==> src/rtl/connect4_pkg.sv <==
// rtl/connect4_pkg.sv - shared Connect Four board constants, codes and types
//
// Holds the board geometry, cell and result codes, the line direction
// enum, the scanner state enum and the packed grid type shared by
// grid_logic, win_scanner and vga_renderer.
package connect4_pkg;

    localparam int ROWS = 6;
    localparam int COLS = 7;

    // Cell codes (2'b11 is an invalid cell and never anchors a line)
    localparam logic [1:0] EMPTY = 2'b00;
    localparam logic [1:0] P1    = 2'b01;
    localparam logic [1:0] P2    = 2'b10;

    // Result codes reported on winner
    localparam logic [1:0] RES_NONE = 2'b00;
    localparam logic [1:0] RES_P1   = 2'b01;
    localparam logic [1:0] RES_P2   = 2'b10;
    localparam logic [1:0] RES_DRAW = 2'b11;

    // Line directions as (dr,dc): H (0,+1), V (+1,0), DR (+1,+1), DL (+1,-1)
    typedef enum logic [1:0] {
        DIR_H  = 2'd0,
        DIR_V  = 2'd1,
        DIR_DR = 2'd2,
        DIR_DL = 2'd3
    } dir_e;

    typedef enum logic [1:0] {
        S_IDLE = 2'd0,
        S_SCAN = 2'd1,
        S_DONE = 2'd2
    } scan_state_e;

    // grid[row][col], row 0 at the top, col 0 at the left
    typedef logic [0:ROWS-1][0:COLS-1][1:0] grid_t;

endpackage

==> src/rtl/four_in_line.sv <==
// rtl/four_in_line.sv - combinational test of one (row, col, direction) line
//
// Ports:
//   snap    grid snapshot being scanned
//   r, c    anchor row / column
//   d       direction (dir_e encoding)
//   match   1 when the anchor holds P1/P2, the line is in bounds and all
//           four cells equal the anchor
//   player  anchor cell code when match=1, EMPTY otherwise
module four_in_line
    import connect4_pkg::*;
(
    input  grid_t      snap,
    input  logic [2:0] r,
    input  logic [2:0] c,
    input  logic [1:0] d,
    output logic       match,
    output logic [1:0] player
);

    logic       in_bounds;
    logic [1:0] anchor;
    logic [2:0] rk;
    logic [2:0] ck;
    logic [2:0] kk;

    always_comb begin
        anchor = snap[r][c];

        case (dir_e'(d))
            DIR_H:   in_bounds = (c <= 3'(COLS - 4));
            DIR_V:   in_bounds = (r <= 3'(ROWS - 4));
            DIR_DR:  in_bounds = (r <= 3'(ROWS - 4)) && (c <= 3'(COLS - 4));
            default: in_bounds = (r <= 3'(ROWS - 4)) && (c >= 3'd3);
        endcase

        match = in_bounds && ((anchor == P1) || (anchor == P2));

        // Out-of-bounds lines may wrap the 3-bit coordinates; in_bounds
        // already forces match low, so those reads are don't-care.
        kk = 3'd0;
        rk = r;
        ck = c;
        for (int k = 1; k <= 3; k++) begin
            kk = 3'(k);
            rk = r;
            ck = c;
            case (dir_e'(d))
                DIR_H:   ck = c + kk;
                DIR_V:   rk = r + kk;
                DIR_DR:  begin rk = r + kk; ck = c + kk; end
                default: begin rk = r + kk; ck = c - kk; end
            endcase
            if (snap[rk][ck] != anchor) begin
                match = 1'b0;
            end
        end

        player = match ? anchor : EMPTY;
    end

endmodule

==> src/rtl/win_scanner.sv <==
// rtl/win_scanner.sv - sequential four-in-a-row detector over a grid snapshot
//
// Ports:
//   clk_25     system clock
//   rst_n      synchronous active-low reset
//   start      one-cycle scan request, accepted in IDLE while game_over=0
//   grid       live board from grid_logic, copied on an accepted start
//   busy       high in SCAN and DONE
//   done       one-cycle pulse, result valid in that cycle
//   winner     none / P1 / P2 / draw, held between scans
//   win_row    anchor row of the winning line (0 unless P1/P2 won)
//   win_col    anchor column of the winning line (0 unless P1/P2 won)
//   win_dir    direction of the winning line (0 unless P1/P2 won)
//   game_over  sticky, set by any result other than none; cleared by reset
module win_scanner
    import connect4_pkg::*;
(
    input  logic       clk_25,
    input  logic       rst_n,
    input  logic       start,
    input  grid_t      grid,
    output logic       busy,
    output logic       done,
    output logic [1:0] winner,
    output logic [2:0] win_row,
    output logic [2:0] win_col,
    output logic [1:0] win_dir,
    output logic       game_over
);

    scan_state_e state;
    grid_t       snap;
    logic [2:0]  r_cnt;
    logic [2:0]  c_cnt;
    logic [1:0]  d_cnt;

    logic        line_match;
    logic [1:0]  line_player;
    logic        board_full;
    logic        last_idx;

    four_in_line u_line (
        .snap   (snap),
        .r      (r_cnt),
        .c      (c_cnt),
        .d      (d_cnt),
        .match  (line_match),
        .player (line_player)
    );

    // Invalid cells (11) count as occupied for the draw decision
    always_comb begin
        board_full = 1'b1;
        for (int rr = 0; rr < ROWS; rr++) begin
            for (int cc = 0; cc < COLS; cc++) begin
                if (snap[rr][cc] == EMPTY) begin
                    board_full = 1'b0;
                end
            end
        end
    end

    assign last_idx = (r_cnt == 3'(ROWS - 1)) && (c_cnt == 3'(COLS - 1)) && (d_cnt == 2'd3);

    always_ff @(posedge clk_25) begin
        if (!rst_n) begin
            state     <= S_IDLE;
            snap      <= '0;
            r_cnt     <= 3'd0;
            c_cnt     <= 3'd0;
            d_cnt     <= 2'd0;
            busy      <= 1'b0;
            done      <= 1'b0;
            winner    <= RES_NONE;
            win_row   <= 3'd0;
            win_col   <= 3'd0;
            win_dir   <= 2'd0;
            game_over <= 1'b0;
        end else begin
            case (state)
                S_IDLE: begin
                    done <= 1'b0;
                    if (start && !game_over) begin
                        snap  <= grid;
                        r_cnt <= 3'd0;
                        c_cnt <= 3'd0;
                        d_cnt <= 2'd0;
                        busy  <= 1'b1;
                        state <= S_SCAN;
                    end
                end

                S_SCAN: begin
                    if (line_match) begin
                        winner    <= (line_player == P1) ? RES_P1 : RES_P2;
                        win_row   <= r_cnt;
                        win_col   <= c_cnt;
                        win_dir   <= d_cnt;
                        game_over <= 1'b1;
                        done      <= 1'b1;
                        state     <= S_DONE;
                    end else if (last_idx) begin
                        winner    <= board_full ? RES_DRAW : RES_NONE;
                        win_row   <= 3'd0;
                        win_col   <= 3'd0;
                        win_dir   <= 2'd0;
                        game_over <= game_over | board_full;
                        done      <= 1'b1;
                        state     <= S_DONE;
                    end else begin
                        // Index order: direction fastest, then column, then row
                        d_cnt <= d_cnt + 2'd1;
                        if (d_cnt == 2'd3) begin
                            if (c_cnt == 3'(COLS - 1)) begin
                                c_cnt <= 3'd0;
                                r_cnt <= r_cnt + 3'd1;
                            end else begin
                                c_cnt <= c_cnt + 3'd1;
                            end
                        end
                    end
                end

                S_DONE: begin
                    done  <= 1'b0;
                    busy  <= 1'b0;
                    state <= S_IDLE;
                end

                default: begin
                    done  <= 1'b0;
                    busy  <= 1'b0;
                    state <= S_IDLE;
                end
            endcase
        end
    end

endmodule

==> config.mk <==
export PLATFORM = sky130hd
export DESIGN_NAME = win_scanner
export DESIGN_NICKNAME = d
export VERILOG_FILES = /design/src/rtl/connect4_pkg.sv /design/src/rtl/four_in_line.sv /design/src/rtl/win_scanner.sv
export SDC_FILE = /design/constraint.sdc
export NUM_CORES = 1
export LEC_CHECK = 0
export CAP_MARGIN = 5
export CORE_MARGIN = 2
export CORE_UTILIZATION = 40
export CTS_BUF_LIST = sky130_fd_sc_hd__clkbuf_4
export DETAILED_ROUTE_END_ITERATION = 6
export GPL_TIMING_DRIVEN = 0
export PLACE_DENSITY = 0.63
export SYNTH_ARGS = -nofsm -noshare
export SYNTH_HDL_FRONTEND = slang
export SYNTH_SLANG_ARGS = --single-unit
==> constraint.sdc <==
create_clock -name clk_25 -period 5.7 [get_ports clk_25]
set_clock_uncertainty 0.1 [all_clocks]
set_input_delay 1.14 -clock clk_25 [delete_from_list [all_inputs] [get_ports clk_25]]
set_output_delay 1.14 -clock clk_25 [all_outputs]
set_load 0.02 [all_outputs]
## Word-level counts from Yosys, hierarchy flattened

Index checks and enable logic that the tools add are counted.

| cells by class | value |
|---|---|
| mux-type cells | 111 |
| bitwise operators | 10 |
| reduce and logical (&&, ||, !) cells | 63 |
| add/subtract/negate cells | 10 |
| equal/unequal tests | 18 |
| $lt $le $gt $ge | 11 |

Operators by type and width:

| cell | number |
|---|---|
| 14-bit binary-select mux with 3-bit select | 4 |
| 14-bit two-way mux | 8 |
| 2-bit zero test | 44 |
| 1-bit two-way mux | 50 |
| 3-bit two-way mux | 15 |
| 2-bit two-way mux | 21 |
| 4-bit >= comparator, second input constant | 8 |
| 3-bit inverter with 4-bit output | 8 |
| 3-bit one-hot mux with 2 select lines | 5 |
| 2-bit binary-select mux with 3-bit select | 4 |
| 3-bit by 2-bit adder with 3-bit output, second input constant | 4 |
| 2-bit != test, second input constant | 5 |
| 2-bit AND reduction | 5 |
| 2-bit by 1-bit equality test with 1-bit output, second input constant | 4 |
| 2-bit one-hot mux with 2 select lines | 2 |
| 3-bit by 1-bit adder with 3-bit output, second input constant | 2 |
| 2-bit equality test, second input constant | 3 |
| 3-bit equality test, second input constant | 2 |
| 3-bit by 2-bit less-or-equal comparator with 1-bit output, second input constant | 2 |
| 1-bit logical AND | 6 |
| 2-bit != test | 3 |
| 6-bit AND reduction | 1 |
| 3-bit by 2-bit subtractor with 3-bit output, second input constant | 2 |
| 5-bit AND reduction | 1 |
| 13 further kinds | 14 |

| word-level totals | value |
|---|---|
| flip-flop bits (word level) | 107 |
| input bits | 87 |
| logic and storage cells | 276 |

## Logic depth before layout (Yosys ltp)

| depth | value |
|---|---|
| word-level depth | 46 |
| gate-level depth with buffers | 18 |

## By module

Synthesis repeated with hierarchy kept, for this count alone.

| unflattened totals | value |
|---|---|
| cell total of the unflattened synthesis | 922 |
| area, all modules | 7764.9 um2 |

By module, submodules not included:

| module | cells an instance | area an instance (um2) | times used | seq. area each (um2) |
|---|---|---|---|---|
| win_scanner | 509 | 4060.1 | 1 | 2142.1 |
| four_in_line | 413 | 3704.8 | 1 | 0.0 |

## Worst setup path before layout

Ideal clock, no wire load.

| path | value |
|---|---|
| path kind | reg2reg |
| start point | register c_cnt[0] |
| end point | register c_cnt[0] |
| library setup time | 0.117 ns |
| path slack | 1.740 ns |
| period minus slack after synthesis | 3.960 ns |
| path buffers | 3 |
| arrival | 3.743 ns |
| stages on the path, launching flop included | 17 |
| cells stage by stage | dfxtp_1 -> buf_6 -> inv_1 -> clkbuf_1 -> ha_1 -> o21a_1 -> o31ai_1 -> buf_2 -> mux4_2 -> nand2_1 -> a21oi_1 -> a311o_1 -> a31o_1 -> a32o_2 -> a21oi_4 -> o21ai_2 -> a22o_1 |

| between the ends | value |
|---|---|
| cells in the longest elaborated chain, start to end | 12 |
| elaborated cells between the ends (all ways) | 51 |

RTL lines:

| what | RTL line | RTL |
|---|---|---|
| start: declaration | win_scanner.sv:34 | `logic [2:0] c_cnt;` |
| start signal: assignment | win_scanner.sv:118 | `c_cnt <= c_cnt + 3'd1;` |
| 3-bit by 1-bit subtractor with 3-bit output (tied with other cells) | four_in_line.sv:52 | `default: begin rk = r + kk; ck = c - kk; end` |
| 3-bit one-hot mux with 2 select lines or 2-bit binary-select mux with 3-bit select (tied branches) | four_in_line.sv:48, four_in_line.sv:28 |  |
| 3-bit inverter with 4-bit output (not written as such) or 2-bit two-way mux (tied branches) | four_in_line.sv:54, four_in_line.sv:28 |  |
| 2-bit binary-select mux with 3-bit select or 2-bit two-way mux (tied branches) | four_in_line.sv:54, four_in_line.sv:28 |  |
| 2-bit two-way mux (not written as such) (tied with other cells) | four_in_line.sv:54 | `if (snap[rk][ck] != anchor) begin` |
| 2-bit two-way mux (not written as such) or 1-bit logical OR (tied branches) | four_in_line.sv:54, four_in_line.sv:37 |  |
| 2-bit != test or 1-bit logical AND (tied branches) | four_in_line.sv:54, four_in_line.sv:37 |  |
| 1-bit two-way mux (3 in a row) | four_in_line.sv:54 |  |
| 2-bit != test (no line) | -- |  |
| 5-bit AND reduction (no line) | -- |  |

Parallel ways exist; a longest one is shown, timed or not. The select of a mux whose other input is x is not followed.
A chain may end at the register's enable or synchronous reset.

## Final worst setup path

| path | value |
|---|---|
| start point | register c_cnt[0] |
| end point | register r_cnt[0] |

| between the ends | value |
|---|---|
| cells in the longest elaborated chain, start to end | 12 |
| elaborated cells between the ends (all ways) | 47 |

RTL lines:

| what | RTL line | RTL |
|---|---|---|
| 3-bit by 1-bit subtractor with 3-bit output (tied with other cells) | four_in_line.sv:52 |  |
| 3-bit one-hot mux with 2 select lines or 2-bit binary-select mux with 3-bit select (tied branches) | four_in_line.sv:48, four_in_line.sv:28 |  |
| 3-bit inverter with 4-bit output (not written as such) or 2-bit two-way mux (tied branches) | four_in_line.sv:54, four_in_line.sv:28 |  |
| 2-bit binary-select mux with 3-bit select or 2-bit two-way mux (tied branches) | four_in_line.sv:54, four_in_line.sv:28 |  |
| 2-bit two-way mux (not written as such) (tied with other cells) | four_in_line.sv:54 |  |
| 2-bit two-way mux (not written as such) or 1-bit logical OR (tied branches) | four_in_line.sv:54, four_in_line.sv:37 |  |
| 2-bit != test or 1-bit logical AND (tied branches) | four_in_line.sv:54, four_in_line.sv:37 |  |
| 1-bit two-way mux (3 in a row) | four_in_line.sv:54 |  |
| 2-bit != test (no line) | -- |  |
| 6-bit AND reduction (no line) (*) | -- |  |
| end signal: assignment | win_scanner.sv:116 | `r_cnt <= r_cnt + 3'd1;` |
| end: declaration | win_scanner.sv:33 | `logic [2:0] r_cnt;` |

Every way passes the cells marked *; elsewhere a longest branch is shown, timed or not. The select of a mux whose other input is x is not followed.

==> flow_summary.toml <==
[setup_path]
cp-start-kind = "flop"
cp_slowest_cell = "mux4_2"
endpoint_kind = "flop"
crit_path_cell_trace = "buf_6 > inv_1 > clkbuf_1 > ha_1 > o21a_1 > o31ai_1 > buf_2 > mux4_2 > nand2_1 > a21oi_1 > a311o_1 > a31o_1 > a32o_2 > nand2_2 > nor2_1 > o311a_1"
worst-endpoint-required_ns = 6.04
worstPathMaxFanout = 11
crit_type = "flop to flop"
slowest_delay_ns = 0.57
crit_arrival_ns = 5.32

[yosys]
yosysSeqAreaShare_pct = 26.3
synth_seq_cells = 107
syn_nets = 1048
synth_ff_type = "dfxtp_1"
netlist_area_um2 = 8150
synth.avg_cell_area_um2 = 8.62
yosys_warnings = 0
async_flop_share_pct = 0
synth_edf_count = 0
syn_inst = 946
synth_cell_types = 78

[global_routing]
grt_pass1_wl_um = 48800
grt_pass1_vias = 7873
grt_max_degree = 19
grt.overflow.total = 0
grt_usage_pct = 30.1
antenna_found_initial = 2

[pwr]
peakVddDrop_mv = 0.104
leakage_uw = 0.00337
total_power_uw = 1730
power.density_nw_per_um2 = 180

[route]
avgViaCountPerCell = 6.26
num_vias = 8330
drcViolationCount = 0
ant_nets = 0
wirelength_um = 32300
wl_per_cell_um = 24.2
dr.pass1.iters = 5
drtIter0Drc = 1008

[finish]
drive_gt1_share_pct = 12.8
syn2layout_area_growth_pct = 17.7
final_nets = 1157
fillers = 2001
multi_input_comb_area_um2 = 5610
design_area_um2 = 9600
regArea_um2 = 2140

[clock_network]
postCtsSetupBuffers = 0
clockBufferDepth = 2
clock_tree.root_cell = "clkbuf_4"
clk_pin_slew_worst_paths_ns = 0.18
ctsResizeCount = 0
cts_sinks = 107
clock_latency_ns = 0.52
ctsHoldBuffers = 0
cts_buffers = 9
htree_levels = 3
cts_tree = "done"

[timing]
hold_ws_ns = 0.362
max_slew_margin_pct = 23.6
finalHoldViolCount = 0
final.setup.tns_ns = 0
finalSetupViolCount = 0
max_freq_ghz = 0.201
worstMarginPinSlew_ns = 1.14
min_period_over_period_pct = 87.4
layout_min_cycle_time_ns = 4.98
slew_violations = 0
rsz0062_at_grt = "false"

[floorplanning]
initial_core_util_pct = 40.6
die_y_um = 147
core_region_area_um2 = 20100
die_w_um = 147
dieArea_um2 = 21500
num_rows = 52
ios = 100

[placement]
port_buffers = 98
dpl_cell_area_um2 = 9470
finalWeightedCongestion = 1.05
dp_hpwl_um = 25600

[status]
status = "finished, final reports clean"

[min_path]
hold_path.class = "flop to flop"

[job]
max_cap_viol_count = 0
state kept, by name (all words and copies together), names as in the netlist:
| register | count |
|---|---|
| d_cnt | 2 |
| r_cnt | 3 |
| state | 2 |
| done | 1 |
| win_col | 3 |
| game_over | 1 |
| win_row | 3 |
| winner | 2 |
| c_cnt | 3 |
| snap | 84 |
| win_dir | 2 |
| busy | 1 |
stage by stage:
| stage | worst slack, ns | util, % | std cells |
|---|---|---|---|
| final | 0.717 | 47.7 | 1331 |
| after global routing | 0.508 | 47.7 | 1331 |
| after CTS | 0.747 | 47.7 | 1330 |
| after detailed placement | 0.784 | 47.1 | 1314 |
| after global placement | 0.760 | 47.1 | 1314 |
| after floorplan | 1.74 | - | 946 |
cell usage after synthesis, types with 3 or more instances:
cell type	number	share of area, %
a211oi_1	4	0.37
a21boi_0	85	7.8
a21boi_1	10	0.92
a21oi_1	37	2.3
a221oi_1	6	0.64
a22o_1	4	0.43
a22oi_1	6	0.55
a31oi_1	6	0.46
and2_1	5	0.38
and3_1	4	0.31
buf_1	4	0.18
buf_2	21	1.3
buf_4	4	0.37
buf_6	5	0.69
clkbuf_1	38	1.7
dfxtp_1	107	26
ha_1	15	2.3
inv_1	14	0.64
mux2_2	20	2.8
mux2i_1	58	7.1
mux4_2	50	14
nand2_1	220	10
nand2b_1	5	0.38
nand3_1	26	1.6
nand4_1	11	0.84
nor2_1	24	1.1
nor2b_1	5	0.38
nor3_1	10	0.61
nor4_1	4	0.31
o211ai_1	5	0.46
o21a_1	3	0.28
o21ai_0	14	0.86
o21ai_1	3	0.18
o221ai_1	8	0.86
o22a_1	3	0.32
o22ai_1	25	1.9
o311a_1	3	0.37
o311ai_0	6	0.64
o31ai_1	5	0.46
or3_1	6	0.46
or4b_2	3	0.37
xnor2_1	6	0.64
xor2_1	4	0.43
cell usage in the layout, fill, tap and decap left out, types with 8 or more instances in the layout:
cell and n:
nand4_1 11, clkbuf_4 9, mux2i_1 58, o221ai_1 8, o21ai_0 14, mux2_2 20
a21boi_0 85, nor2_1 24, nand3_1 26, nor3_1 10, buf_2 21, dfxtp_1 107
a21oi_1 37, nand2_1 220, a21boi_1 10, inv_1 14, clkbuf_1 38, mux4_2 50
ha_1 15, o22ai_1 25, clkdlybuf4s50_1 98
final cells by class:
cell class | instances | share of cell area (%)
multi-input cells | 752 | 58.4
flip-flops and latches | 107 | 22.3
diodes | 1 | 0.0261
plain buffers | 72 | 3.64
inverters | 15 | 0.587
clock buffers | 9 | 0.704
repair buffers | 98 | 10.2
clock inverters | 7 | 0.561
well taps | 270 | 3.52
report_power, final:
part,leakage [uW],internal [uW],switching (uW)
sequential,0.000876,787,84.9
combinational,0.00243,221,261
clock,0.0000671,93.0,280
worst max-delay path: cells and delay by family, from the launching register on:
family	cells	cell delay, ns
AO/OA/AOI/OAI	7	1.85
adder cells (fa/ha/maj)	1	0.40
buffers and inverters	4	1.22
flip-flops	1	0.37
multiplexers	1	0.57
AND/OR/NAND/NOR	3	0.39
cells by family after synthesis:
kind of cell	after synthesis	share of synthesized area (%)
adders and majority gates	15	2.30
muxes	130	24.0
xor gates and xnor gates	10	1.07
DFF	107	26.3
AOI/OAI and AO/OA	259	22.9
buffers and inverters	87	4.97
and+or+nand+nor	338	18.4
per-layer routing:
metal	vias up	GRT usage, %	wire (um)
li1	3749	-	-
met5	-	0	10
met1	3959	41.5	13600
met4	2	13.7	1660
met3	101	6.96	3330
met2	519	44.8	13700
final timing paths:
check	start	to	slack (ns)	cells after the start
worst max-delay path	c_cnt[0]	r_cnt[0]	0.72	16
worst min register to register	done	done	0.36	2
worst min-delay path	done	done	0.36	2
worst max register to register	c_cnt[0]	r_cnt[0]	0.72	16
Power figures use the tool's default switching activity.
